===== config.mk =====
export PLATFORM = sky130hd
export DESIGN_NAME = hdmi_line_fetch_flat
export DESIGN_NICKNAME = d
export VERILOG_FILES = /design/src/rtl/hdmi_line_fetch_if.sv /design/src/rtl/hdmi_line_fetch.sv /design/src/flat_wrapper.sv
export SDC_FILE = /design/constraint.sdc
export NUM_CORES = 1
export LEC_CHECK = 0
export BUFFER_PORTS_ARGS = -buffer_cell sky130_fd_sc_hd__buf_2
export CELL_PAD_IN_SITES_DETAIL_PLACEMENT = 1
export CELL_PAD_IN_SITES_GLOBAL_PLACEMENT = 2
export CORE_ASPECT_RATIO = 0.7
export CORE_MARGIN = 4
export CORE_UTILIZATION = 30
export CTS_BUF_LIST = sky130_fd_sc_hd__clkbuf_4
export DETAILED_ROUTE_END_ITERATION = 12
export HOLD_SLACK_MARGIN = 0.02
export PLACE_DENSITY_LB_ADDON = 0.25
export SYNTH_ARGS = -nofsm -noshare
export SYNTH_HDL_FRONTEND = slang
export SYNTH_SLANG_ARGS = --single-unit

===== constraint.sdc =====
create_clock -name clk -period 6.4 [get_ports clk]
set_clock_uncertainty 0.1 [all_clocks]
set_input_delay 0.64 -clock clk [delete_from_list [all_inputs] [get_ports clk]]
set_output_delay 0.64 -clock clk [all_outputs]
set_load 0.05 [all_outputs]

===== src/rtl/hdmi_line_fetch_if.sv =====
// Burst-read request/data bus plus line-buffer write port
// of the HDMI line prefetcher.
interface hdmi_line_fetch_if #(
  parameter int ADDR_W = 24
);
  logic              mem_valid;
  logic              mem_ready;
  logic [ADDR_W-1:0] mem_addr;
  logic [7:0]        mem_len;
  logic [31:0]       mem_data;
  logic              mem_data_valid;
  logic [8:0]        buf_waddr;
  logic [31:0]       buf_wdata;
  logic              buf_wren;

  modport master (
    output mem_valid,
    output mem_addr,
    output mem_len,
    input  mem_ready,
    input  mem_data,
    input  mem_data_valid,
    output buf_waddr,
    output buf_wdata,
    output buf_wren
  );

  modport slave (
    input  mem_valid,
    input  mem_addr,
    input  mem_len,
    output mem_ready,
    output mem_data,
    output mem_data_valid,
    input  buf_waddr,
    input  buf_wdata,
    input  buf_wren
  );
endinterface


===== src/rtl/hdmi_line_fetch.sv =====
// Ping-pong line prefetch: one burst per line into the
// buffer half not being displayed.
module hdmi_line_fetch #(
  parameter int ADDR_W     = 24,
  parameter int LINE_WORDS = 256
) (
  input  logic              clk,
  input  logic              rst,
  input  logic              frame_start,
  input  logic              line_start,
  input  logic [ADDR_W-1:0] fb_base,
  input  logic [ADDR_W-1:0] line_stride,
  hdmi_line_fetch_if.master bus,
  output logic              rd_half,
  output logic              busy,
  output logic              underrun
);

  localparam logic [8:0] LAST = 9'(LINE_WORDS);
  localparam logic [7:0] LEN  = 8'(LINE_WORDS - 1);

  typedef enum logic [1:0] {
    IDLE,
    REQ,
    DATA
  } state_t;

  state_t state_q;
  state_t state_d;

  logic              wr_half;
  logic              frame_pend;
  logic [ADDR_W-1:0] line_addr;
  logic [8:0]        cnt;

  logic              frame_evt;
  logic              hs;
  logic              beat;
  logic              done;
  logic              idle_frame;
  logic              idle_line;
  logic              busy_frame;

  logic [8:0]        waddr_q;
  logic [31:0]       wdata_q;
  logic              wren_q;

  always_ff @(posedge clk) begin
    if (rst) state_q <= IDLE;
    else     state_q <= state_d;
  end

  always_comb begin
    state_d    = state_q;
    hs         = 1'b0;
    beat       = 1'b0;
    done       = 1'b0;
    frame_evt  = frame_start | frame_pend;
    idle_frame = 1'b0;
    idle_line  = 1'b0;
    busy_frame = 1'b0;
    unique case (state_q)
      IDLE: begin
        idle_frame = frame_evt;
        idle_line  = ~frame_evt & line_start;
        if (frame_evt || line_start)
          state_d = REQ;
      end
      REQ: begin
        busy_frame = frame_start;
        hs         = bus.mem_ready;
        if (hs) state_d = DATA;
      end
      DATA: begin
        busy_frame = frame_start;
        // last beat already written once cnt hits LAST
        done = (cnt == LAST);
        beat = bus.mem_data_valid & ~done;
        if (done) state_d = IDLE;
      end
      default: state_d = IDLE;
    endcase
  end

  always_ff @(posedge clk) begin
    if (rst) begin
      wr_half    <= 1'b0;
      rd_half    <= 1'b0;
      frame_pend <= 1'b0;
      line_addr  <= '0;
      cnt        <= '0;
      waddr_q    <= '0;
      wdata_q    <= '0;
      wren_q     <= 1'b0;
      underrun   <= 1'b0;
    end else begin
      wren_q   <= beat;
      underrun <= line_start & busy;
      if (hs) begin
        cnt <= '0;
      end else if (beat) begin
        cnt <= cnt + 9'd1;
      end
      if (beat) begin
        waddr_q <= {wr_half, cnt[7:0]};
        wdata_q <= bus.mem_data;
      end
      unique case (1'b1)
        idle_frame: begin
          line_addr  <= fb_base;
          wr_half    <= 1'b0;
          frame_pend <= 1'b0;
        end
        idle_line: begin
          rd_half   <= wr_half;
          wr_half   <= ~wr_half;
          line_addr <= line_addr + line_stride;
        end
        busy_frame: begin
          frame_pend <= 1'b1;
        end
        default: begin
        end
      endcase
    end
  end

  assign busy          = (state_q != IDLE);
  assign bus.mem_valid = (state_q == REQ);
  assign bus.mem_addr  = line_addr;
  assign bus.mem_len   = LEN;
  assign bus.buf_waddr = waddr_q;
  assign bus.buf_wdata = wdata_q;
  assign bus.buf_wren  = wren_q;

endmodule


===== src/flat_wrapper.sv =====
// flat-port wrapper written by rule: the top's interface ports become plain ports
module hdmi_line_fetch_flat 
#(
  parameter int ADDR_W     = 24,
  parameter int LINE_WORDS = 256
)
  (clk, rst, frame_start, line_start, fb_base, line_stride, rd_half, busy, underrun, bus_mem_valid, bus_mem_addr, bus_mem_len, bus_mem_ready, bus_mem_data, bus_mem_data_valid, bus_buf_waddr, bus_buf_wdata, bus_buf_wren);
  hdmi_line_fetch_if #(.ADDR_W(ADDR_W)) bus_i ();
  input  logic clk;
  input  logic rst;
  input  logic frame_start;
  input  logic line_start;
  input  logic [ADDR_W-1:0] fb_base;
  input  logic [ADDR_W-1:0] line_stride;
  output logic rd_half;
  output logic busy;
  output logic underrun;
  output wire logic [$bits(bus_i.mem_valid)-1:0] bus_mem_valid;
  output wire logic [$bits(bus_i.mem_addr)-1:0] bus_mem_addr;
  output wire logic [$bits(bus_i.mem_len)-1:0] bus_mem_len;
  input wire logic [$bits(bus_i.mem_ready)-1:0] bus_mem_ready;
  input wire logic [$bits(bus_i.mem_data)-1:0] bus_mem_data;
  input wire logic [$bits(bus_i.mem_data_valid)-1:0] bus_mem_data_valid;
  output wire logic [$bits(bus_i.buf_waddr)-1:0] bus_buf_waddr;
  output wire logic [$bits(bus_i.buf_wdata)-1:0] bus_buf_wdata;
  output wire logic [$bits(bus_i.buf_wren)-1:0] bus_buf_wren;
  assign bus_mem_valid = bus_i.mem_valid;
  assign bus_mem_addr = bus_i.mem_addr;
  assign bus_mem_len = bus_i.mem_len;
  assign bus_i.mem_ready = bus_mem_ready;
  assign bus_i.mem_data = bus_mem_data;
  assign bus_i.mem_data_valid = bus_mem_data_valid;
  assign bus_buf_waddr = bus_i.buf_waddr;
  assign bus_buf_wdata = bus_i.buf_wdata;
  assign bus_buf_wren = bus_i.buf_wren;
  hdmi_line_fetch #(.ADDR_W(ADDR_W), .LINE_WORDS(LINE_WORDS)) u_core (.clk(clk), .rst(rst), .frame_start(frame_start), .line_start(line_start), .fb_base(fb_base), .line_stride(line_stride), .bus(bus_i), .rd_half(rd_half), .busy(busy), .underrun(underrun));
endmodule

==> flow_summary_export.csv, run 1 <==
group,metric,value,unit
outcome,status,"completed",
floorplan,initial_core_util,31.10,%
synthesis,synth-edff-count,0,
sta,rsz0062_at_grt,"no",
sta,timing.fmax,0.3414,GHz
clock_tree,root_buffer,"clkbuf_4",
clock_tree,clk_latency,0.47,ns
synthesis,synth_top_family_by_area,"compound AO/OA/AOI/OAI gates",
critical_path,r2r_start,"u_core.bus.mem_addr[0]$_SDFFE_PP0P_",
layout,drive_above_1_share,25.39,%
critical_path,crit_start,"u_core.bus.mem_addr[0]$_SDFFE_PP0P_",
synthesis,synthTopCellsByArea,"dfxtp_1 (37%), nand2_1 (11%), a21oi_1 (9.1%)",
sta,min_period,2.930,ns
hold_path,min_path_type,"in -> reg",
sta,finalCritPeriodShare,45.77,%
critical_path,cp_cell_sequence,"ha_1 > inv_1 > fa_1 > nor2b_1 > o31a_1 > o21ai_1 > a21boi_1 > o31ai_1 > o21ai_1 > xnor2_1 > a221oi_1",
synthesis,synth_adder_area_share,8.447,%
floorplan,io_pins,164,
synthesis,synthFlopType,"dfxtp_1",
clock_tree,postCtsSetupBuffers,0,
grt,gr-total-overflow,0,
routing,vias,4578,
floorplan,fp.dieH,109.1,um
synthesis,netlist_area,0.004384,mm^2
grt,grt_pass1_vias,4525,
layout,multi_input_area,0.002546,mm^2
critical_path,required,6.68,ns
layout,area_delta_synth_final,23.32,%
layout,diodes,0,
clock_tree,cts_resized,0,
synthesis,synthArstFlopShare,0,%
sta,tns,0,ns
clock_tree,tritoncts,"built",
synthesis,yosysMostFrequentCell,"nand2_1",
power,p_sw_share,48.33,%
sta,finalSetupViolCount,0,
routing,drc_errors,0,
floorplan,num_rows,36,
power,max-vdd-ir-drop,0.0001042,V
power,p_seq_share,32.3,%
place,place_ws,3.122,ns
power,p_int,987.5,uW
power,p_leak,2.400,nW
clock_tree,clkTransAtPathRegs,0.15,ns
synthesis,synth_xor_xnor_area_share,4.595,%
synthesis,synth_common_cells,"nand2_1 (130), dfxtp_1 (81), a21oi_1 (80)",
critical_path,max_stage_delay,0.54,ns
grt,grt_max_degree,74,
power,pwr-share-comb,50.4,%
floorplan,die_w,152.5,um
routing,drt_first_iter_violations,292,
synthesis,synth_cell_types,54,
sta,hold_viol_final,0,
routing,via_per_inst,5.092,
routing,dr.pass1.iters,4,
critical_path,arrival,3.20,ns
synthesis,avgSynthCellArea,7.692,um^2
synthesis,synth_compound_area_share,22.83,%
place,dp_hpwl,11.50,mm
synthesis,muxShareOfSynthArea,0.6849,%
synthesis,yosys.area_share.simple,20.83,%
critical_path,crit_type,"reg -> reg",
critical_path,rr_worst_depth,11,
synthesis,syn_inst,570,
critical_path,cpMaxStageDelayCell,"o31ai_1",
clock_tree,cts_buffers,9,
synthesis,synth-seq-cells,81,
sta,worstMarginPinSlew,0.9293,ns
routing,wl_per_cell,17.19,um
floorplan,core,0.01410,mm^2
routing,wl,15.46,mm
synthesis,synth_top_area_share,36.99,%
sta,slew_headroom,37.87,%
floorplan,die_area,0.01664,mm^2
layout,fill_cells,1772,
clock_tree,holdBufCountCts,0,
clock_tree,cts.sinks,81,
place,io_buffers,155,
synthesis,yosysTopAreaCell,"dfxtp_1",
sta,worst_slack,3.471,ns
grt,grtUsageTotal,18.25,%
critical_path,start_kind,"register",
grt,grt_pass1_wl,24.16,mm
run,cap_violations,0,
synthesis,seq_area_frac_synth,36.99,%
clock_tree,h-tree-depth,3,
grt,antenna_found_initial,0,
critical_path,cp_common_cell,"o21ai_1",
clock_tree,cts_max_path_buffers,2,
critical_path,cp-end-kind,"register",
power,clkPwrFrac,17.4,%
synthesis,yosysWarnings,0,
hold_path,worstHoldPathCells,3,
power,power,1.911,mW
sta,hold_slack,0.2972,ns
power,p_switching,923.7,uW
routing,ant_nets,0,
critical_path,crit_path_max_fanout,3,
place,globalplace.congestion,0.8671,
sta,final-max-slew-violation-count,0,
hold_path,hp-start,"bus_mem_data[2]",
power,p_per_area,353.5,mW/mm^2
layout,ff_latch_area,0.001622,mm^2
layout,fin_nets,819,
-- through the flow --
stage	utilization [%]	instance area (um^2)	std cells
CTS	38.35	5406	899
finish	38.35	5406	899
global route	38.35	5406	899
floorplan	-	4410	577
global placement	37.31	5260	883
detailed placement	37.31	5260	883
-- flip-flops by register name, summed over array words and instances, names as in the netlist --
name / count
u_core.bus.mem_addr: 24
u_core.bus.buf_waddr: 9
u_core.state_q: 2
u_core.bus.buf_wren: 1
u_core.underrun: 1
u_core.cnt: 9
u_core.rd_half: 1
u_core.bus.buf_wdata: 32
u_core.wr_half: 1
u_core.frame_pend: 1
-- routing by layer --
| metal | vias up | wire length (um) | share of wire (%) | GRT usage, % |
|---|---|---|---|---|
| met4 | 0 | 147 | 0.95 | 4.450 |
| met1 | 2202 | 7609 | 49 | 25.69 |
| li1 | 2240 | - | - | - |
| met2 | 126 | 6722 | 43 | 27.38 |
| met3 | 10 | 978 | 6.3 | 5.593 |
| met5 | - | 0 | 0 | 0 |
-- placed cells by master (no fill, tap or decap), types with 6 or more instances in the layout --
cell / n
a211oi_1: 7
a21o_1: 6
a21oi_1: 80
buf_2: 155
clkbuf_4: 9
conb_1: 8
dfxtp_1: 81
ha_1: 28
inv_1: 11
nand2_1: 130
nand3_1: 7
nand4_1: 6
nor2_1: 33
nor3_1: 6
o21ai_0: 27
o221ai_1: 8
xnor2_1: 11
xor2_1: 12
-- worst max-delay path, delay by kind of cell, from the launching register on --
kind | cells | cell delay (ns)
XOR/XNOR | 1 | 0.17
buffers and inverters | 1 | 0.07
adder cells (fa/ha/maj) | 2 | 0.46
AO/OA/AOI/OAI | 6 | 1.62
flip-flops | 1 | 0.35
AND/OR/NAND/NOR | 1 | 0.08
-- power by group through the flow --
| stage | logic, mW | registers (mW) | clock network [mW] |
|---|---|---|---|
| 6_report | 0.962 | 0.617 | 0.332 |
| 5_1_grt | 1.05 | 0.628 | 0.368 |
| 4_1_cts | 0.963 | 0.619 | 0.348 |
| 3_5_place_dp | 0.960 | 0.630 | 0 |
| 3_3_place_gp | 0.942 | 0.627 | 0 |
| 2_1_floorplan | 0.518 | 0.812 | 0 |
-- cell type report --
cell class	instances	share of cell area (%)
clock buffers	9	1.250
flip-flops and latches	81	29.99
clock inverters	7	1.458
repair buffers	160	15.04
multi-input cells	441	47.10
well taps	190	4.397
inverters	11	0.7637
-- cell families (layout without fill, tap and decap cells) --
kind of cell | count (synthesis) | in the layout
AO/OA/AOI/OAI | 166 | 166
AND/OR/NAND/NOR | 212 | 212
buffers and inverters | 55 | 187
other | 1 | 8
flip-flops | 81 | 81
adder cells (fa/ha/maj) | 29 | 29
multiplexers | 3 | 3
XOR/XNOR | 23 | 23
-- worst paths after layout --
| check | endpoint | slack [ns] |
|---|---|---|
| worst max-delay path | u_core.bus.mem_addr[18]$_SDFFE_PP0P_ | 3.47 |
| worst min-delay path | u_core.bus.buf_wdata[2]$_SDFFE_PP0P_ | 0.30 |
| worst max register to register | u_core.bus.mem_addr[18]$_SDFFE_PP0P_ | 3.47 |
| worst min register to register | u_core.bus.buf_wdata[24]$_SDFFE_PP0P_ | 0.36 |
Note: power is estimated with default switching activity, not from simulation.
==> run 2: changes to the inputs <==
--- a/config.mk
+++ b/config.mk
@@ -10,7 +10,7 @@
 export CELL_PAD_IN_SITES_GLOBAL_PLACEMENT = 2
 export CORE_ASPECT_RATIO = 0.7
 export CORE_MARGIN = 4
-export CORE_UTILIZATION = 30
+export CORE_UTILIZATION = 25
 export CTS_BUF_LIST = sky130_fd_sc_hd__clkbuf_4
 export DETAILED_ROUTE_END_ITERATION = 12
 export HOLD_SLACK_MARGIN = 0.02
==> constraint.sdc (replaced) <==
create_clock -name clk -period 2.5 [get_ports clk]
set_clock_uncertainty 0.1 [all_clocks]
set_input_delay 0.25 -clock clk [delete_from_list [all_inputs] [get_ports clk]]
set_output_delay 0.25 -clock clk [all_outputs]
set_load 0.05 [all_outputs]
==> flow_summary_export.csv, run 2 (same netlist as run 1, synthesis figures left out) <==
group,metric,value,unit
outcome,status,"completed",
sta,min_period,2.392,ns
clock_tree,cts_buffers,9,
layout,drive_above_1_share,31.21,%
sta,slew_headroom,62.50,%
layout,final_cell_mix,"buf_2 (155), nand2_1 (130), a21oi_1 (75), dfxtp_1 (71), dlygate4sd3_1 (48)",
grt,antenna_found_initial,2,
routing,drc_errors,0,
grt,grt_pass1_wl,27.01,mm
routing,wl,16.80,mm
layout,area_delta_synth_final,44.06,%
critical_path,cp_cell_sequence,"ha_1 > a21oi_1 > nor2b_1 > a311o_1 > a21oi_4 > a21boi_2 > a41oi_2 > xor2_1 > a211oi_2",
place,io_buffers,155,
hold_path,worstHoldPathCells,3,
power,p_per_area,824.9,mW/mm^2
critical_path,worst-r2r-setup-slack,0.11,ns
place,globalplace.congestion,0.8466,
clock_tree,root_buffer,"clkbuf_4",
power,pwr-share-comb,55.0,%
sta,final-max-slew-violation-count,0,
sta,hold_viol_final,0,
power,max-vdd-ir-drop,0.0002924,V
sta,finalCritPeriodShare,95.67,%
critical_path,crit_path_max_fanout,4,
place,dpl.cell_count,952,
layout,largest_reg_flops,32,
layout,fin_nets,895,
power,p_int,2.691,mW
routing,vias,4808,
floorplan,io_pins,164,
layout,final_common_cell,"buf_2",
routing,wl_per_cell,16.50,um
layout,final_cells,1018,
floorplan,die_w,166.3,um
grt,grt_max_degree,41,
routing,drt_first_iter_violations,251,
floorplan,core,0.01717,mm^2
floorplan,fp.dieH,118.8,um
routing,via_per_inst,4.723,
critical_path,cp-end-kind,"register",
grt,gr-total-overflow,0,
grt,grt_pass1_vias,5046,
critical_path,max_stage_delay,0.38,ns
sta,timing.fmax,0.4181,GHz
hold_path,hp-start,"fb_base[15]",
power,power,5.210,mW
power,p_seq_share,30.5,%
critical_path,critPathTopFamily,"compound AO/OA/AOI/OAI gates",
sta,rsz0062_at_grt,"yes",
critical_path,cp_num_buf_inv,0,
clock_tree,clkTransAtPathRegs,0.15,ns
critical_path,r2r_start,"u_core.bus.mem_addr[3]$_SDFFE_PP0P_",
routing,dr.pass1.iters,4,
critical_path,cpMaxStageDelayCell,"a311o_1",
sta,finalSetupViolCount,0,
run,cap_violations,0,
critical_path,start_kind,"register",
hold_path,min_path_type,"in -> reg",
clock_tree,h-tree-depth,3,
clock_tree,tritoncts,"built",
place,dp_hpwl,12.58,mm
routing,ant_nets,0,
critical_path,crit_cells,9,
floorplan,die_area,0.01975,mm^2
sta,worstMarginPinSlew,0.5625,ns
critical_path,crit_start,"u_core.bus.mem_addr[3]$_SDFFE_PP0P_",
floorplan,initial_core_util,25.54,%
floorplan,num_rows,40,
clock_tree,cts_max_path_buffers,2,
critical_path,crit_type,"reg -> reg",
power,p_switching,2.519,mW
power,p_leak,2.757,nW
clock_tree,cts.sinks,81,
grt,grtUsageTotal,16.91,%
clock_tree,clk_latency,0.47,ns
critical_path,arrival,2.66,ns
critical_path,rr_worst_depth,9,
power,p_sw_share,48.34,%
critical_path,required,2.77,ns
power,clkPwrFrac,14.5,%
-- run 2: cell types whose count changed in the layout (fill, tap and decap cells not counted), sizes merged --
cell         previous run  this run
diode                   0         2
dlygate4sd3             0        48
clkinv                  3         4
bufinv                  1         0
buf                   160       188
-- run 2: repair_timing --
item	in CTS	in global routing
hold buffers	47	1
endpoints found under the hold margin	47	1
setup buffers	0	1
pin swaps	5	18
gates resized for setup	7	30
endpoints found under the setup margin	7	17
-- run 2: path summary, 6_finish.rpt --
check	to
min	u_core.bus.mem_addr[15]$_SDFFE_PP0P_
min reg2reg	u_core.bus.buf_wdata[10]$_SDFFE_PP0P_
max reg2reg	u_core.bus.mem_addr[17]$_SDFFE_PP0P_
max	u_core.bus.mem_addr[17]$_SDFFE_PP0P_
-- run 2: through the flow --
step | setup TNS, ns | hold WS (ns) | worst slack [ns] | instance area (um^2) | util (%)
floorplan | 0 | 0.2860 | 0.01752 | 4423 | -
global placement | -0.1258 | 0.3404 | -0.09850 | 5547 | 32.31
detailed placement | -0.5311 | 0.3444 | -0.1481 | 5547 | 32.31
CTS | 0 | 0.02030 | 0.001794 | 6170 | 35.94
global route | -0.1481 | 0.01858 | -0.04790 | 6316 | 36.79
finish | 0 | 0.05436 | 0.1081 | 6316 | 36.79
-- run 2: layout make-up --
class	instances	area [um^2]
clock inverter	7	55.05
inverter	11	41.29
fill	2134	10850
tap	231	289.0
clock buffer	9	67.56
sequential	81	1637
multi-input combinational	441	2705
timing repair buffer	236	1516
antenna	2	5.005
-- run 2: worst min-delay path, cell delays in order --
cell and delay [ns]:
buf_2 0.10, o21ai_0 0.16, a221oi_1 0.08
-- run 2: metal layers --
layer | track usage (%) | wire length [um] | vias to the layer above
met1 | 23.53 | 8199 | 2313
met3 | 3.678 | 693 | 18
met5 | 0 | 0 | -
met4 | 3.730 | 229 | 0
li1 | - | - | 2385
met2 | 26.96 | 7673 | 92
-- run 2: power groups by stage --
stage	Clock, mW	Sequential [mW]	Combinational, mW
global route	0.860	1.62	3.13
floorplan	0	2.09	1.33
detailed placement	0	1.62	2.65
CTS	0.794	1.59	2.75
finish	0.753	1.59	2.87
global placement	0	1.61	2.61
